$ cat src/rtl/id_ex_stage.sv
// ID/EX pipeline register with EX-stage forwarding and operand selection.
// Forward selects arrive from the hazard unit; this block only applies them.
module id_ex_fwd_mux #(
  parameter int DW = 32
) (
  input  logic [1:0]    sel,
  input  logic [DW-1:0] reg_val,
  input  logic [DW-1:0] alu_out_m,
  input  logic [DW-1:0] result_w,
  output logic [DW-1:0] y
);
  // 2'b11 is reserved and falls back to the register value, never X
  always_comb begin
    case (sel)
      2'b01:   y = result_w;
      2'b10:   y = alu_out_m;
      default: y = reg_val;
    endcase
  end
endmodule

module id_ex_stage #(
  parameter int DW = 32,
  parameter int RW = 5
) (
  input  logic          clk,
  input  logic          rst_n,
  input  logic          FlushE,
  input  logic [DW-1:0] RD1D,
  input  logic [DW-1:0] RD2D,
  input  logic [DW-1:0] SignImmD,
  input  logic [RW-1:0] RsD,
  input  logic [RW-1:0] RtD,
  input  logic [RW-1:0] RdD,
  input  logic          RegWriteD,
  input  logic          MemtoRegD,
  input  logic          MemWriteD,
  input  logic          ALUSrcD,
  input  logic          RegDstD,
  input  logic [3:0]    ALUControlD,
  input  logic [1:0]    ForwardAE,
  input  logic [1:0]    ForwardBE,
  input  logic [DW-1:0] ALUOutM,
  input  logic [DW-1:0] ResultW,
  output logic [DW-1:0] SrcAE,
  output logic [DW-1:0] SrcBE,
  output logic [DW-1:0] WriteDataE,
  output logic [RW-1:0] WriteRegE,
  output logic [RW-1:0] RsE,
  output logic [RW-1:0] RtE,
  output logic          RegWriteE,
  output logic          MemtoRegE,
  output logic          MemWriteE,
  output logic [3:0]    ALUControlE
);
  typedef struct packed {
    logic [DW-1:0] rd1;
    logic [DW-1:0] rd2;
    logic [DW-1:0] imm;
    logic [RW-1:0] rs;
    logic [RW-1:0] rt;
    logic [RW-1:0] rd;
    logic          regwrite;
    logic          memtoreg;
    logic          memwrite;
    logic          alusrc;
    logic          regdst;
    logic [3:0]    aluctl;
  } idex_t;

  idex_t d, e;

  assign d = '{rd1: RD1D, rd2: RD2D, imm: SignImmD, rs: RsD, rt: RtD, rd: RdD,
               regwrite: RegWriteD, memtoreg: MemtoRegD, memwrite: MemWriteD,
               alusrc: ALUSrcD, regdst: RegDstD, aluctl: ALUControlD};

  // An all-zero register set is the bubble: no reg write, no mem write, ALU op 0
  always_ff @(posedge clk or negedge rst_n) begin
    if (!rst_n)      e <= '0;
    else if (FlushE) e <= '0;
    else             e <= d;
  end

  logic [1:0][1:0]    fsel;
  logic [1:0][DW-1:0] rval;
  logic [1:0][DW-1:0] fwd;

  assign fsel = {ForwardBE, ForwardAE};
  assign rval = {e.rd2, e.rd1};

  for (genvar i = 0; i < 2; i++) begin : g_fwd
    id_ex_fwd_mux #(.DW(DW)) u_mux (
      .sel       (fsel[i]),
      .reg_val   (rval[i]),
      .alu_out_m (ALUOutM),
      .result_w  (ResultW),
      .y         (fwd[i])
    );
  end

  // ALUSrc overrides forwarding on the B operand only; stores still see fwd B
  assign SrcAE       = fwd[0];
  assign WriteDataE  = fwd[1];
  assign SrcBE       = e.alusrc ? e.imm : fwd[1];
  assign WriteRegE   = e.regdst ? e.rd : e.rt;
  assign RsE         = e.rs;
  assign RtE         = e.rt;
  assign RegWriteE   = e.regwrite;
  assign MemtoRegE   = e.memtoreg;
  assign MemWriteE   = e.memwrite;
  assign ALUControlE = e.aluctl;
endmodule

$ cat config.mk
export PLATFORM = sky130hd
export DESIGN_NAME = id_ex_stage
export DESIGN_NICKNAME = d
export VERILOG_FILES = /design/src/rtl/id_ex_stage.sv
export SDC_FILE = /design/constraint.sdc
export NUM_CORES = 1
export LEC_CHECK = 0
export ABC_AREA = 0
export ABC_CLOCK_PERIOD_IN_PS = 3600
export CAP_MARGIN = 10
export CORE_AREA = 2 2 121 123
export CTS_BUF_LIST = sky130_fd_sc_hd__clkbuf_4 sky130_fd_sc_hd__clkbuf_8
export DETAILED_ROUTE_END_ITERATION = 10
export DIE_AREA = 0 0 123 125
export PLACE_DENSITY_LB_ADDON = 0.05
export SLEW_MARGIN = 20
export SYNTH_ARGS = -nofsm -noshare
export SYNTH_HDL_FRONTEND = slang
export SYNTH_SLANG_ARGS = --single-unit
$ cat constraint.sdc
create_clock -name clk -period 3.6 [get_ports clk]
set_input_delay 0.72 -clock clk [delete_from_list [all_inputs] [get_ports clk]]
set_output_delay 0.72 -clock clk [all_outputs]
set_load 0.01 [all_outputs]
Yosys cells after proc, flatten, opt, wreduce, memory -nomap -nowiden
Cells that the tools add are included.
{ "word_totals": {"reg_bits": 120, "inputBits": 191, "output_inout_bits": 118, "elab_cells": 21} }
{ "classes": {"n_eq_ne": 4, "n_mux": 5} }
{ "op_table": {"columns": ["cell", "n"], "rows": [
  ["$pmux 32 s2", 2],
  ["$mux 120", 1],
  ["$mux 32", 1],
  ["$mux 5", 1],
  ["$eq 2x1->1 const B", 2],
  ["$eq 2x2->1 const B", 2]
]} }

Longest topological paths before layout
{ "logic_depth": {"word_depth": 3, "depth_mapped": 6, "ltp_nobuf": 4} }

By module
Synthesis repeated with hierarchy kept, for this count alone.
{ "hier_totals": {"cells_unflattened": 534, "area_unflattened_um2": 5795.6} }
{ "modules_own_cells": {"columns": ["mod", "n_inst", "cells_each", "area_per_inst_um2", "seq_area_each_um2"], "rows": [
  ["id_ex_stage", 1, 308, 4521.8, 3002.9],
  ["id_ex_fwd_mux", 2, 113, 636.9, 0.0]
]} }

Worst setup path before layout
OpenSTA, ideal clock, no wires.
{ "synth_path": {"kind": "input-to-output", "from": "input port ForwardBE[0]", "to": "output port SrcBE[27]", "arrival_time_ns": 1.790, "required_time_ns": 2.880, "setup_slack_ns": 1.090, "stages": 6, "n_path_buf": 2, "path_cell_list": "inv_1 -> ha_1 -> buf_6 -> buf_2 -> nor2b_1 -> o31ai_1"} }
{ "synth_via": {"elab_chain_len": 3, "elab_cells_between_ends": 4, "cone_classes": "eq/ne (2); mux (2)"} }
{ "synth_rtl": {"columns": ["item", "line_no", "rtl"], "rows": [
  ["start: declaration", "42", "input logic [1:0] ForwardBE,"],
  ["$eq 2x2->1 or $eq 2x1->1 (tied branches)", "14", "case (sel)"],
  ["$pmux 32 s2 *", "14", null],
  ["$mux 32 *", "104", "assign SrcBE = e.alusrc ? e.imm : fwd[1];"],
  ["end: declaration", "46", "output logic [DW-1:0] SrcBE,"]
]} }
Every way passes the cells marked *; elsewhere a longest branch is shown, timed or not.

Worst setup path in the final report
{ "layout_path": {"from": "input port ForwardBE[0]", "to": "output port SrcBE[8]"} }
The elaborated chain is that of the path after synthesis.

==> summary.md <==
| Metric | Value |
|---|---|
| Simple-gate share of the synthesized area | `0.230` |
| Largest family of logic cells by synthesized area | `simple AND/OR/NAND/NOR gates` |
| Max cap viols | `0` |
| Top post-synthesis cells by area | `dfrtp_1, nor2b_1, a221oi_1, a22oi_1, nand2_1` |
| CTS Sinks | `120` |
| Clk pwr share | `0.372` |
| Asr flop ratio synth | `1.00` |
| Clock Pin Slew Worst Setup and Hold Paths | `0.07 ns` |
| Total wire length | `19100 µm` |
| Drt first pass iters | `5` |
| CP endpoint kind | `output pin` |
| Synth Area per Inst | `10.0 µm²` |
| Setup TNS | `0 ns` |
| Input/output buffers | `308` |
| Post-CTS setup buffer count | `0` |
| WHS | `0.255 ns` |
| Final Critical Period | `3.54 ns` |
| Die W | `123 µm` |
| Initial Util | `0.401` |
| Syn Nets | `764` |
| EDFF count, synth | `0` |
| Worst VDD drop | `0.000254 V` |
| Synth warn | `0` |
| Final Max Tran Viols | `0` |
| Relative slew slack | `0.462` |
| Mapped cell area | `0.00569 mm²` |
| RSZ-0062 raised after global routing | `false` |
| WL/cell | `18.2 µm` |
| DRC viols | `0` |
| Pwr/cell area | `409 mW/mm²` |
| CP endpoint | `SrcBE[8]` |
| CTS tree | `yes` |
| Dpl cell area | `0.00892 mm²` |
| Net Sw Frac | `0.250` |
| Core ar. | `0.0142 mm²` |
| Final non-filler cell area | `0.00946 mm²` |
| CP Max Fanout | `30` |
| Num rows | `44` |
| Post-synthesis xor/xnor area fraction | `0` |
| Final worst path period share | `0.984` |
| Post-Syn Instances | `569` |
| Crit path DAT | `2.82 ns` |
| Layout cells sized above 1 | `0.0716` |
| CTS H-tree lvls | `4` |
| Ports | `309` |
| WP data required | `2.88 ns` |
| Final Setup Violations | `0` |
| Worst slew pin tran | `0.807 ns` |
| Startpoint types | `input pin` |
| Power Total | `3.87 mW` |
| Max clock buf depth | `2` |
| Hold Fails Final Rpt | `0` |
| Final ANT Viol Nets | `0` |
| Gr usage total | `0.249` |
| Vias in the first global route | `5464` |
| Count leader, synth | `nor2b_1` |
| Layout area overhead | `66.1%` |
| Largest net degree at the start of global routing | `79` |
| Layout net count | `1048` |
| Worst hold path class | `input pin to async pin` |
| Die ar. | `0.0154 mm²` |
| Status | `completed` |
| Register area share after synthesis | `0.527` |
| Combinational Power Share | `0.256` |
| DP HPWL | `13700 µm` |
| Routability cong. | `0.850` |
| Synth area leader | `dfrtp_1` |
| Die Y | `125 µm` |
| Number of synthesized register bits | `120` |
| CP startpoint | `ForwardBE[0]` |
| Leakage Power | `4.11 nW` |
| Fill cell count | `1151` |
| GR Overflow Total | `0` |
| Yosys cell types | `16` |
| Switch Pwr | `0.967 mW` |
| Ys flop type | `dfrtp_1` |
| Seq pwr share | `0.372` |
| Via Count | `5339` |
| Synth Area in Compound Gates | `0.164` |
| Post-synthesis mux area share | `0.00989` |
| Most instantiated cells after synthesis | `nor2b_1, dfrtp_1, nand2_1` |
| P_int | `2.91 mW` |
| Max Clock Freq | `282 MHz` |
| First-pass GRT wire length | `29200 µm` |
| Adder-cell share of the synthesized area | `0.00879` |
| Setup CP Type | `input pin to output pin` |
| Vias per cell | `5.08` |
| Yosys top cell area share | `0.527` |
| Initial DRC count | `306` |
| Initial antenna violation count | `0` |
| Root Buffer Master | `clkbuf_8` |
| Ant diodes | `0` |
| CTS Buf Count | `17` |
==> metrics by stage <==
| step | worst slack, ns | instances | util |
|---|---|---|---|
| 2_1_floorplan | 1.09 | 569 | - |
| 5_1_grt | 0.000462 | 1050 | 0.666 |
| 3_5_place_dp | 0.0500 | 1018 | 0.628 |
| 6_report | 0.0582 | 1050 | 0.666 |
| 4_1_cts | 0.0533 | 1050 | 0.662 |
| 3_3_place_gp | 0.0675 | 1018 | 0.628 |
==> final cells by class <==
cell class	count	area, µm²	area share
Clock inverter	8	165	0.0175
Inverter	4	15.0	0.00159
Clock buffer	24	312	0.0329
Sequential cell	120	3000	0.318
Tap cell	184	230	0.0243
Multi-Input combinational cell	385	2360	0.250
Timing Repair Buffer	325	3370	0.356
==> placed cells by master (no fill, tap or decap) <==
cell / count
a221oi_1: 29
nor2_1: 32
clkbuf_8: 21
bufinv_16: 5
dfrtp_2: 1
inv_1: 4
clkinv_2: 3
ha_2: 2
ha_1: 2
o21ai_0: 32
a22oi_1: 32
clkdlybuf4s50_1: 286
buf_4: 10
mux2_2: 5
o31ai_1: 32
clkbuf_4: 3
dlymetal6s2s_1: 20
nand2_1: 64
dfrtp_1: 119
buf_12: 9
nor2b_1: 152
a221oi_2: 3
==> cells by family after synthesis <==
| group | count (synthesis) |
|---|---|
| buf+inv | 64 |
| fa+ha+maj | 4 |
| simple gates | 248 |
| mux | 5 |
| compound gates | 128 |
| flops | 120 |
==> flip-flops by register name, indices dropped and copies added (netlist names) <==
| signal | count |
|---|---|
| ALUControlE | 4 |
| MemWriteE | 1 |
| MemtoRegE | 1 |
| RegWriteE | 1 |
| RsE | 5 |
| RtE | 5 |
| e | 103 |
==> worst max-delay path: stages <==
cell             delay [ns]
clkdlybuf4s50_1        0.48
inv_1                  0.05
ha_2                   0.39
buf_12                 0.19
a221oi_1               0.10
o31ai_1                0.27
clkdlybuf4s50_1        0.60
==> per-layer routing <==
metal | global-route usage | up-vias | wire length (µm)
li1 | - | 2495 | -
met2 | 0.420 | 271 | 9430
met3 | 0.0776 | 49 | 1790
met4 | 0.115 | 0 | 701
met1 | 0.288 | 2524 | 7220
met5 | 0 | - | 0
==> power groups by stage <==
stage / Sequential, mW / Clock (mW) / Combinational [mW]
floorplan: 1.46 / 0 / 0.386
global placement: 1.46 / 0 / 0.990
detailed placement: 1.47 / 0 / 1.00
CTS: 1.44 / 1.47 / 1.01
global route: 1.45 / 1.54 / 1.07
finish: 1.44 / 1.44 / 0.993
==> how the worst min path moves through the flow <==
stage | startpoint | to | slack [ns] | depth (start not counted)
global route | rst_n | e[96] | 0.27 | 1
finish | rst_n | e[96] | 0.25 | 1
detailed placement | rst_n | e[96] | 0.74 | 1
global placement | rst_n | e[95] | 0.73 | 1
CTS | rst_n | e[96] | 0.26 | 1
floorplan | rst_n | ALUControlE[0] | 0.42 | 0
==> repair_timing <==
action / 4_1_cts / 5_1_grt
hold buffers: 0 / 0
setup endpoints to repair: 0 / 22
gates resized for setup: 0 / 21
Note: power is estimated with default switching activity, not from simulation.
